## src/rtl/arm32_fetch_unit.sv

```systemverilog
// ---------------------------------------------------------------------------
// arm32_fetch_unit
//
// Instruction-fetch stage sitting in front of arm32_decoder. It owns the
// program counter, issues word reads to a synchronous instruction RAM with
// a one-cycle read latency, and hands {instruction, PC} to decode through a
// valid/ready handshake. A one-entry skid buffer absorbs the in-flight read
// when decode stalls, so no instruction is lost or repeated. A taken branch
// from execute flushes everything in flight and restarts fetch at the target.
//
// Ports:
//   clk          : single clock, all state changes on the rising edge
//   i_reset_n    : asynchronous active-low reset
//   i_ready      : decoder accepts o_ins/o_pc this cycle
//   i_br         : branch taken, redirect fetch
//   i_br_addr    : branch target byte address (bits [1:0] ignored)
//   o_imem_en    : read request to the instruction RAM this cycle
//   o_imem_addr  : word address of the request
//   i_imem_data  : RAM read data, valid the cycle after a request
//   o_valid      : o_ins/o_pc hold a valid instruction
//   o_ins        : instruction word
//   o_pc         : byte address of o_ins
// ---------------------------------------------------------------------------
module arm32_fetch_unit #(
  parameter int          N        = 32,
  parameter int          ADDR_W   = 10,
  parameter int unsigned RESET_PC = 0
) (
  input  logic              clk,
  input  logic              i_reset_n,
  input  logic              i_ready,
  input  logic              i_br,
  input  logic [N-1:0]      i_br_addr,
  output logic              o_imem_en,
  output logic [ADDR_W-1:0] o_imem_addr,
  input  logic [N-1:0]      i_imem_data,
  output logic              o_valid,
  output logic [N-1:0]      o_ins,
  output logic [N-1:0]      o_pc
);

  logic [N-1:0] r_fetchPc;
  logic         r_reqVld;
  logic [N-1:0] r_reqPc;
  logic         r_skidVld;
  logic [N-1:0] r_skidIns;
  logic [N-1:0] r_skidPc;

  logic         w_issue;
  logic [N-1:0] w_brPc;
  logic [N-1:0] w_issuePc;
  logic         w_outFree;

  // Issue decision. A new read is only started when its data is guaranteed
  // a home next cycle: the skid must be empty, and if the output is stalled
  // with a read already in flight, that read will take the skid slot. A
  // branch always issues because it discards everything already held.
  assign w_issue   = i_br | (~r_skidVld & ~(o_valid & ~i_ready & r_reqVld));
  assign w_brPc    = i_br_addr & ~N'(3);
  assign w_issuePc = i_br ? w_brPc : r_fetchPc;
  assign w_outFree = ~o_valid | i_ready;

  // The RAM index simply truncates the byte address, so sequential fetch
  // wraps around the RAM while the architectural PC keeps counting.
  assign o_imem_en   = i_reset_n & w_issue;
  assign o_imem_addr = w_issuePc[ADDR_W+1:2];

  // Request tracking: remember which PC the outstanding read belongs to and
  // advance the sequential fetch pointer past it.
  always_ff @(posedge clk or negedge i_reset_n) begin
    if (!i_reset_n) begin
      r_reqVld  <= 1'b0;
      r_reqPc   <= '0;
      r_fetchPc <= N'(RESET_PC);
    end else begin
      r_reqVld <= w_issue;
      if (w_issue) begin
        r_reqPc   <= w_issuePc;
        r_fetchPc <= w_issuePc + N'(4);
      end
    end
  end

  // Output register and skid buffer. A branch wins over everything and
  // drops the arriving read data. Otherwise the skid entry is always older
  // than an arrival, so it is moved to the output first to keep PC order.
  always_ff @(posedge clk or negedge i_reset_n) begin
    if (!i_reset_n) begin
      o_valid   <= 1'b0;
      o_ins     <= '0;
      o_pc      <= '0;
      r_skidVld <= 1'b0;
      r_skidIns <= '0;
      r_skidPc  <= '0;
    end else if (i_br) begin
      o_valid   <= 1'b0;
      r_skidVld <= 1'b0;
    end else if (r_reqVld) begin
      if (w_outFree) begin
        o_valid <= 1'b1;
        if (r_skidVld) begin
          o_ins     <= r_skidIns;
          o_pc      <= r_skidPc;
          r_skidIns <= i_imem_data;
          r_skidPc  <= r_reqPc;
        end else begin
          o_ins <= i_imem_data;
          o_pc  <= r_reqPc;
        end
      end else begin
        r_skidVld <= 1'b1;
        r_skidIns <= i_imem_data;
        r_skidPc  <= r_reqPc;
      end
    end else if (w_outFree) begin
      if (r_skidVld) begin
        o_valid   <= 1'b1;
        o_ins     <= r_skidIns;
        o_pc      <= r_skidPc;
        r_skidVld <= 1'b0;
      end else begin
        o_valid <= 1'b0;
      end
    end
  end

endmodule

```

## config.mk

```make
export PLATFORM = sky130hd
export DESIGN_NAME = arm32_fetch_unit
export DESIGN_NICKNAME = d
export VERILOG_FILES = /design/src/rtl/arm32_fetch_unit.sv
export SDC_FILE = /design/constraint.sdc
export NUM_CORES = 1
export LEC_CHECK = 0
export ABC_CLOCK_PERIOD_IN_PS = 1890
export CORE_MARGIN = 3
export CORE_UTILIZATION = 49
export DETAILED_ROUTE_END_ITERATION = 10
export PLACE_DENSITY = 0.78
export SETUP_SLACK_MARGIN = 0.15
export SLEW_MARGIN = 30
export SYNTH_ARGS = -nofsm -noshare
export SYNTH_HDL_FRONTEND = slang
export SYNTH_SLANG_ARGS = --single-unit
```

## constraint.sdc

```tcl
create_clock -name clk -period 1.89 [get_ports clk]
set_input_delay 0.189 -clock clk [delete_from_list [all_inputs] [get_ports clk]]
set_output_delay 0.189 -clock clk [all_outputs]
set_load 0.005 [all_outputs]
```

### Word-level counts from Yosys, hierarchy flattened

Index checks and enable logic that the tools add are counted.

| word-level totals | value |
|---|---|
| flip-flop bits (word level) | 195 |
| input port bits | 68 |
| output and inout bits | 76 |
| word-level logic and storage cells | 53 |

| operators by class | value |
|---|---|
| add/sub/neg operators | 1 |
| eq/ne operators | 2 |
| muxes and demuxes | 24 |
| bitwise logic cells | 11 |
| reduce and logical (&&, ||, !) cells | 6 |

Operator list:

| cell | count |
|---|---|
| 32-bit 2-to-1 mux | 15 |
| 32-bit by 3-bit adder with 32-bit output (second input constant) | 1 |
| 1-bit 2-to-1 mux | 9 |
| 3-bit AND reduction | 2 |
| 1-bit inverter | 5 |
| 1-bit AND | 4 |
| 2-bit nonzero test | 2 |
| 3-bit inequality test (second input constant) | 1 |
| 3-bit nonzero test | 1 |
| 2-bit inequality test (second input constant) | 1 |
| 1-bit bitwise OR | 2 |
| 2-bit AND reduction | 1 |

### Depth between registers and ports, before layout

| logic depth | value |
|---|---|
| depth in word-level cells | 7 |
| depth in mapped cells | 13 |
| gate-level depth less buffers | 8 |

### Least setup slack after synthesis

OpenSTA, ideal clock, no wires.

| timing path | value |
|---|---|
| kind | input to register |
| start | input port i_br |
| end | register r_fetchPc[12] |
| library setup time | 0.079 ns |
| arrival time | 2.416 ns |
| data required time | 1.811 ns |
| setup slack | -0.606 ns |
| stages on the path | 12 |
| path buffers | 4 |
| cell sequence | buf_6 -> buf_6 -> buf_2 -> buf_2 -> mux2_2 -> ha_1 -> inv_1 -> a211oi_2 -> a21boi_0 -> nand3_1 -> xor2_1 -> mux2i_1 |

| between the ends | value |
|---|---|
| word-level cells in the longest chain between the ends | 2 |
| elaborated cells between the ends (all ways) | 3 |
| those cells by class | add/sub: 1; mux: 1; bitwise: 1 |

RTL lines:

| item | RTL line | text |
|---|---|---|
| start, declared | 32 | `input logic i_br,` |
| 32-bit 2-to-1 mux | 60 | `assign w_issuePc = i_br ? w_brPc : r_fetchPc;` |
| net w_issuePc[2] | 51 | `logic [N-1:0] w_issuePc;` |
| 32-bit by 3-bit adder with 32-bit output | 79 | `r_fetchPc <= w_issuePc + N'(4);` |
| end signal, assigned | 74 | `r_fetchPc <= N'(RESET_PC);` |
| end signal, assigned | 79 |  |
| end, declared | 42 | `logic [N-1:0] r_fetchPc;` |

The timed path passes the listed nets, and every way through them passes these cells.
A chain may end at the register's enable or synchronous reset.

### Final worst setup path

| timing path | value |
|---|---|
| start | register r_fetchPc[2] |
| end | register r_fetchPc[29] |

| between the ends | value |
|---|---|
| word-level cells in the longest chain between the ends | 2 |

RTL lines:

| item | RTL line |
|---|---|
| 32-bit 2-to-1 mux | 60 |
| 32-bit by 3-bit adder with 32-bit output | 79 |

No other way between the ends.

==> summary.txt <==
Floorplanning
  • Core area: 17600 um^2
  • I/O pin cnt: 144
  • Num rows: 48
  • Chip height: 141 um
  • Starting Density: 51.0%
  • Die Area: 20000 um^2
  • Die Width: 141 um

Setup path
  • Setup crit end: r_fetchPc[29]
  • Critical Path RT: 2.18 ns
  • CP Class: reg2reg
  • Worst Setup SP: r_fetchPc[2]
  • Startpoint types: register
  • Delay-heaviest family, CP: simple AND/OR/NAND/NOR gates
  • Reg-to-Reg End: r_fetchPc[29]
  • CP max FO: 4
  • CP max-delay cell: dfrtp_1
  • Worst reg2reg setup slack: -0.09 ns
  • Endpoint class of the critical path: register
  • Reg2Reg Depth: 8
  • Buf/Inv on CP: 2
  • Cell count along the critical path: 8
  • Critical Path AT: 2.27 ns
  • Crit path largest cell delay: 0.41 ns
  • Reg-to-Reg Start: r_fetchPc[2]
  • Cell Chain, Critical Path: buf_6, nand4b_4, a222oi_1, buf_4, nand3_4, nor4b_4, xnor2_1, mux2i_1

Clocking
  • Number of H-tree levels: 4
  • Max clock buf depth: 2
  • Total CTS buffers: 17
  • Clk slew on worst S/H paths: 0.07 ns
  • Clk root buf: clkbuf_16
  • TritonCTS clock tree: built
  • Later-pin clock latency in the skew report: 0.42 ns
  • CTS Sinks: 187

Hold path
  • Hold Crit Class: in2reg
  • Hold Crit Start: i_br

GRT
  • GR Overflow Total: 0
  • Vias in the first global route: 6988
  • Total Routing Usage GR: 21.9%
  • First-pass GRT wire length: 35.5 mm
  • Pin count of the biggest net entering global routing: 134
  • Initial antenna violation count: 0

Synth
  • Syn Std Cell Area: 8980 um^2
  • Ys flop type: dfrtp_1
  • YS warnings: 0
  • Simple-Gate Fraction of Synth Area: 11.8%
  • Avg Inst Size Synth: 10.9 um^2
  • Post-synthesis xor/xnor area fraction: 4.39%
  • Largest family of logic cells by synthesized area: multiplexers
  • Seq cells post-synth: 187
  • Synth Area in Adders: 0.139%
  • Async set or reset register ratio after synthesis: 100%
  • Count of cell types in the netlist: 46
  • Post-synthesis compound-gate area fraction: 7.76%
  • Post-synth EDFFs: 0
  • Post-Synthesis Cells: 824
  • Register area share after synthesis: 52.1%
  • Mux cell area share after synthesis: 20.0%

STA
  • RSZ-0062 raised after global routing: true
  • Worst-margin pin slew: 0.777 ns
  • Setup TNS: -0.134 ns
  • Crit share post-route: 105%
  • Slew HR: 48.2%
  • Final worst slack: -0.0871 ns
  • Achievable frequency: 506 MHz
  • Fin. Hold Viols: 0
  • Final Setup Violations: 5
  • Clock Skew: 0.00842 ns
  • Final min period: 1.98 ns
  • Max-slew violations: 0

Placement
  • Dpl cells: 1231
  • GPL Wtd Cong: 0.862
  • Post-DP HPWL: 14.9 mm
  • Port Buffers: 139

Final layout
  • Most common cell after layout, fill and taps aside: dfrtp_1
  • Fin nets: 1127
  • Finished Layout Cells: 1295
  • Area Overhead vs Synth: 40.3%
  • Most frequent cells in the layout: 185 x dfrtp_1, 126 x clkdlybuf4s50_1, 107 x buf_4
  • Antenna cell count: 0
  • Share of cells above drive strength 1: 27.0%

Route
  • Via count: 7083
  • Antenna-violating nets left: 0
  • Via-per-instance ratio: 5.47
  • Wire length per cell: 17.2 um
  • TritonRoute pass-1 iters: 5
  • DRC violations left: 0
  • DRT iter0 DRCs: 437
  • Final WL: 22.3 mm

Power and ir drop
  • Clk pwr share: 28.5%
  • P_leak: 5.40 nW
  • PwrDens: 1020 nW/um^2
  • Internal: 9.28 mW
  • NetSw: 3.58 mW
  • Combinational share of power: 27.9%
  • Sequential Power Share: 43.6%
  • Max IR drop VDD: 0.000712 V
  • Net Sw Frac: 27.8%

Run status
  • Failing checks: negative setup slack
  • Status: finished with violations

Flow run
  • Max Cap Viol: 0
==> final cells by class <==
class                   count  area (um^2)
fillers                  1236         5000
repair buffers            275         2640
well taps                 225          282
clock inverters            10          140
inverters                   9         36.3
multi-input cells         568         4340
flip-flops and latches    187         4680
clock buffers              21          470
==> stage by stage <==
step	util, %	power [mW]	setup slack (ns)	cell area, um^2	hold WS, ns
after CTS	70.2	12.9	-0.00931	12400	0.272
after global routing	71.6	13.5	-0.167	12600	0.294
after global placement	64.8	8.91	-0.280	11400	0.391
after floorplan	-	7.29	-0.241	9110	-0.107
after detailed placement	64.8	9.06	-0.372	11400	0.394
final	71.6	12.9	-0.0871	12600	0.294
==> Yosys cell counts (3+ instances only) <==
| master | n | area [um^2] |
|---|---|---|
| buf_4 | 13 | 97.6 |
| o21ai_0 | 24 | 120 |
| a21oi_1 | 79 | 395 |
| dfrtp_1 | 187 | 4680 |
| buf_1 | 5 | 18.8 |
| nand3_1 | 22 | 110 |
| xor2_1 | 20 | 175 |
| mux2i_1 | 103 | 1030 |
| xnor2_1 | 25 | 219 |
| mux2_2 | 68 | 766 |
| a22oi_1 | 7 | 52.6 |
| nor2_1 | 102 | 383 |
| clkbuf_1 | 33 | 124 |
| buf_2 | 8 | 40.0 |
| nand2b_1 | 4 | 25.0 |
| nor4_2 | 3 | 37.5 |
| nor2b_1 | 3 | 18.8 |
| nand2_1 | 49 | 184 |
| nand4_1 | 6 | 37.5 |
| nand3b_1 | 15 | 113 |
| nor3_1 | 9 | 45.0 |
| inv_1 | 8 | 30.0 |
==> how the worst min path moves through the flow <==
stage,slack [ns],to,cells after the start
floorplan,-0.11,o_ins[0],0
global placement,0.39,r_fetchPc[5],2
detailed placement,0.39,r_fetchPc[5],2
CTS,0.27,r_fetchPc[10],4
global route,0.29,r_fetchPc[10],4
finish,0.29,r_fetchPc[10],4
==> repair_timing <==
| item | 4_1_cts | 5_1_grt |
|---|---|---|
| setup endpoints to repair | 31 | 29 |
| hold buffers | 1 | 0 |
| endpoints found under the hold margin | 187 | 0 |
| pin swaps | 21 | 29 |
| setup buffers | 16 | 16 |
| gates resized for setup | 62 | 27 |
==> sequential cells by signal, summed over array words and instances (netlist names) <==
| register | flops |
|---|---|
| r_fetchPc | 30 |
| o_valid | 1 |
| r_skidIns | 32 |
| r_reqVld | 1 |
| r_skidPc | 30 |
| o_pc | 30 |
| r_skidVld | 1 |
| o_ins | 32 |
| r_reqPc | 30 |
==> per-layer routing <==
metal	wire length [um]	global-route usage, %
met1	10200	30.8
met2	10600	35.7
met3	1100	3.91
met4	308	5.35
met5	0	0
==> tightest hold or removal path, cell delays in order <==
cell and delay (ns):
buf_4 0.21, buf_12 0.17, nand2_1 0.05, o21ai_1 0.05
==> kinds of logic (layout without fill, tap and decap cells) <==
family	Yosys count	in the layout
other	1	2
AO/OA/AOI/OAI	125	125
adder cells (fa/ha/maj)	1	1
XOR/XNOR	45	45
AND/OR/NAND/NOR	224	224
multiplexers	171	171
flip-flops	187	187
buffers and inverters	70	315
==> power by group through the flow <==
stage	registers, mW	logic, mW	clock network (mW)
after global placement	5.60	3.31	0
after CTS	5.60	3.52	3.74
after global routing	5.74	3.88	3.92
final	5.61	3.58	3.66
after floorplan	5.56	1.72	0
after detailed placement	5.67	3.40	0
Note: power is estimated with default switching activity, not from simulation.
